## src/rtl/loop_addr_stack.sv

```systemverilog
`default_nettype none
// +--------------------------------------------------------------------------+
// | loop_addr_stack: LIFO of loop-start addresses feeding the PC loop-back.  |
// | Revision: 1.0                                                            |
// +--------------------------------------------------------------------------+
module loop_addr_stack #(
  parameter int WIDTH = 8,
  parameter int DEPTH = 16
) (
  input  logic                         clk,
  input  logic                         rst_n,
  input  logic                         push,
  input  logic                         pop,
  input  logic [WIDTH-1:0]             push_data,
  input  logic                         clear_err,
  output logic [WIDTH-1:0]             top,
  output logic                         empty,
  output logic                         full,
  output logic [$clog2(DEPTH+1)-1:0]   count,
  output logic                         overflow,
  output logic                         underflow
);

  localparam int c_cnt_w = $clog2(DEPTH + 1);
  localparam int c_ptr_w = $clog2(DEPTH);

  logic [WIDTH-1:0]   mem_q [DEPTH];
  logic [WIDTH-1:0]   mem_d [DEPTH];
  logic [c_cnt_w-1:0] count_q, count_d;
  logic               overflow_q, overflow_d;
  logic               underflow_q, underflow_d;

  logic               w_empty;
  logic               w_full;
  logic [c_ptr_w-1:0] w_top_idx;
  logic [c_ptr_w-1:0] w_wr_idx;

  assign w_empty   = (count_q == '0);
  assign w_full    = (count_q == c_cnt_w'(DEPTH));
  // count itself is the pointer; only used when the index is in range
  assign w_top_idx = c_ptr_w'(count_q - c_cnt_w'(1));
  assign w_wr_idx  = c_ptr_w'(count_q);

  always_comb begin
    mem_d       = mem_q;
    count_d     = count_q;
    overflow_d  = overflow_q & ~clear_err;
    underflow_d = underflow_q & ~clear_err;
    case ({push, pop})
      2'b10: begin
        if (!w_full) begin
          mem_d[w_wr_idx] = push_data;
          count_d         = count_q + c_cnt_w'(1);
        end else begin
          overflow_d = 1'b1;
        end
      end
      2'b01: begin
        if (!w_empty) begin
          count_d = count_q - c_cnt_w'(1);
        end else begin
          underflow_d = 1'b1;
        end
      end
      2'b11: begin
        // Replace-top is legal even when full; from empty it degrades to a push
        if (!w_empty) begin
          mem_d[w_top_idx] = push_data;
        end else begin
          mem_d[0]    = push_data;
          count_d     = c_cnt_w'(1);
          underflow_d = 1'b1;
        end
      end
      default: ;
    endcase
  end

  always_ff @(posedge clk) begin
    if (!rst_n) begin
      count_q     <= '0;
      overflow_q  <= 1'b0;
      underflow_q <= 1'b0;
    end else begin
      count_q     <= count_d;
      overflow_q  <= overflow_d;
      underflow_q <= underflow_d;
    end
  end

  always_ff @(posedge clk) begin
    if (rst_n) begin
      mem_q <= mem_d;
    end
  end

  assign top       = w_empty ? '0 : mem_q[w_top_idx];
  assign empty     = w_empty;
  assign full      = w_full;
  assign count     = count_q;
  assign overflow  = overflow_q;
  assign underflow = underflow_q;

endmodule
`default_nettype wire

```

## config.mk

```make
export PLATFORM = sky130hd
export DESIGN_NAME = loop_addr_stack
export DESIGN_NICKNAME = d
export VERILOG_FILES = /design/src/rtl/loop_addr_stack.sv
export SDC_FILE = /design/constraint.sdc
export NUM_CORES = 1
export LEC_CHECK = 0
export BUFFER_PORTS_ARGS = -buffer_cell sky130_fd_sc_hd__buf_2
export CAP_MARGIN = 20
export CORE_MARGIN = 5
export CORE_UTILIZATION = 25
export CTS_CLUSTER_SIZE = 20
export DETAILED_ROUTE_END_ITERATION = 10
export PLACE_DENSITY_LB_ADDON = 0.15
export SLEW_MARGIN = 0
export SYNTH_ARGS = -nofsm -noshare
export SYNTH_HDL_FRONTEND = slang
export SYNTH_SLANG_ARGS = --single-unit
```

## constraint.sdc

```tcl
create_clock -name clk -period 7.2 [get_ports clk]
set_clock_uncertainty 0.2 [all_clocks]
set_input_delay 0.36 -clock clk [delete_from_list [all_inputs] [get_ports clk]]
set_output_delay 0.36 -clock clk [all_outputs]
set_load 0.1 [all_outputs]
```

==> results.json <==
{
  "relSlewSlack_pct": 35.9,
  "num_vias": 4497,
  "topRoutingLayerUsed": "met4",
  "reg2reg_to": "mem_q[12]",
  "min_to": "count[4]",
  "cts_hold_buffers": 0,
  "seq_area_frac_synth_pct": 57.5,
  "io_pins": 30,
  "core_area_um2": 27600,
  "tightest_slew_ns": 0.961,
  "cp-end-kind": "output port",
  "globalRouteOverflowTotal": 0,
  "fin_area_um2": 8000,
  "final_common_cell": "edfxtp_1",
  "cts_tree": "yes",
  "hpwl_um": 14000,
  "grt_pass1_wl_um": 30400,
  "ctsResizeCount": 0,
  "leakagePower_nw": 2.63,
  "initial_core_util_pct": 25.1,
  "worst_setup_path_start_kind": "register",
  "total_power_w": 0.00362,
  "dr.pass1.iters": 5,
  "dp_slack_ns": 3.09,
  "crit-reg2reg-launch": "count[0]",
  "finalWirelength_um": 20400,
  "groute.usage.overall_pct": 13.3,
  "clock_latency_ns": 0.42,
  "tns_ns": 0,
  "finalCriticalPeriod_ns": 4.35,
  "diodes": 0,
  "slew_violations": 0,
  "post-route-period-util_pct": 60.4,
  "peakVddDrop_uv": 292,
  "ys.flop_type": "edfxtp_1",
  "synth-warning-count": 0,
  "area_growth_pct": 15.5,
  "ant_nets": 0,
  "rr_worst_depth": 5,
  "synth_edf_count": 128,
  "layout_common_cells": "edfxtp_1 (128), a21boi_0 (65), nor2b_1 (40), and2_1 (33), mux4_2 (33)",
  "wl_met1_um": 9480,
  "worst_slack_ns": 2.85,
  "outcome": "finished clean",
  "via_per_inst": 4.86,
  "synth_top_area_share_pct": 55.5,
  "route.detailed.drc": 0,
  "hold_viol": 0,
  "rsz0062_at_grt": "no",
  "met2_length_um": 9800,
  "cts_inserted_buffers": 17,
  "regToRegSetupSlack_ns": 3.57,
  "gp_congestion": 0.817,
  "cts-root-buf": "clkbuf_16",
  "wl_met3_um": 618,
  "rows": 61,
  "ctsLongestPathBuffers": 2,
  "placed_area_um2": 7440,
  "power.density_nw_per_um2": 453,
  "critPathRequiredTime_ns": 6.64,
  "min_path_cells": 2,
  "fp.dieW_um": 176,
  "synth-seq-cells": 135,
  "hold_class": "in2reg",
  "die_h_um": 176,
  "routedWlPerCell_um": 22.0,
  "ys_top_cells_by_area": "edfxtp_1 (55%), mux4_2 (11%), a21boi_0 (7.0%)",
  "drive_gt1_share_pct": 20.7,
  "max_freq_mhz": 230,
  "crit_arrival_ns": 3.79,
  "syn_avg_cell_area_um2": 13.6,
  "ys_async_sr_fraction_pct": 0,
  "finalSetupViolations": 0,
  "clock-sinks": 135,
  "synth.distinct_cells": 54,
  "die-area_um2": 31100,
  "nets": 554,
  "hold_path_startpoint": "rst_n",
  "crit_fanout": 25,
  "synth_top_area_cell": "edfxtp_1",
  "syn-num-nets": 529,
  "clkTransAtPathRegs_ns": 0.06,
  "cap_violations": 0,
  "synthCells": 509,
  "grt_max_degree": 48,
  "port_buffers": 29,
  "drtIter0Drc": 415,
  "post_cts_buffers": 0,
  "htree_levels": 4,
  "crit_type": "reg2out",
  "syn_area_um2": 6930,
  "first_global_vias": 4571,
  "antenna_found_initial": 0
}
## worst max path at each step
stage | end | cells past startpoint | slack [ns] | from
3_5_place_dp | mem_q[115] | 6 | 3.09 | count[1]
4_1_cts | top[6] | 8 | 2.88 | count[1]
3_3_place_gp | mem_q[115] | 6 | 3.28 | count[1]
6_report | top[6] | 8 | 2.85 | count[1]
2_1_floorplan | top[5] | 9 | 0.79 | count[0]
5_1_grt | top[6] | 8 | 2.60 | count[1]
## Yosys cell counts (10+ instances only)
cell type / instances
a22oi_1: 12
nand2_1: 16
nor2b_1: 40
clkbuf_1: 15
and3_1: 10
edfxtp_1: 128
nor2_1: 18
mux4_2: 33
and2_1: 33
a21boi_0: 65
a21oi_1: 24
## metrics by stage
stage,hold WS [ns],utilization (%),cells
global placement,0.386,27.0,892
detailed placement,0.410,27.0,892
CTS,0.0409,29.0,924
floorplan,0.277,-,509
finish,0.0515,29.0,925
global route,0.0496,29.0,925
## logic make-up (layout without fill, tap and decap cells)
kind of cell	after synthesis	count (layout)	share of synthesized area, %
AO/OA/AOI/OAI	145	145	14.7
XOR/XNOR	2	2	0.253
adder cells (fa/ha/maj)	7	7	1.26
buffers and inverters	36	74	2.62
flip-flops	135	135	57.5
multiplexers	35	35	11.2
AND/OR/NAND/NOR	149	149	12.5
## where the power goes
group          switching [W]  internal [W]
clock network       0.000349      0.000477
logic                0.00135      0.000487
registers          0.0000344      0.000922
total                0.00174       0.00189
## routing by layer
| layer | vias to the layer above | global-route usage (%) |
|---|---|---|
| met3 | 21 | 2.46 |
| met5 | - | 0 |
| met2 | 83 | 21.5 |
| met4 | 0 | 4.80 |
| met1 | 2360 | 18.0 |
| li1 | 2033 | - |
## layout make-up
class                   instances  area, um^2
clock buffers                  18         429
clock inverters                14         126
fillers                      2796       19600
inverters                       5        20.0
multi-input cells             338        2760
flip-flops and latches        135        3990
well taps                     378         473
repair buffers                 37         205
## critical path, stage by stage, from the launching register on
cell     delay (ns)
dfxtp_1        0.58
inv_1          0.22
ha_1           0.62
buf_4          0.48
mux4_2         0.29
nand2_1        0.06
a31oi_1        0.22
nor4b_2        0.37
buf_2          0.51
## registers in the layout, summed over array words and instances, names as in the netlist
register	flops
overflow	1
underflow	1
mem_q	128
count	5
No activity file was read; power rests on OpenSTA's default activity.
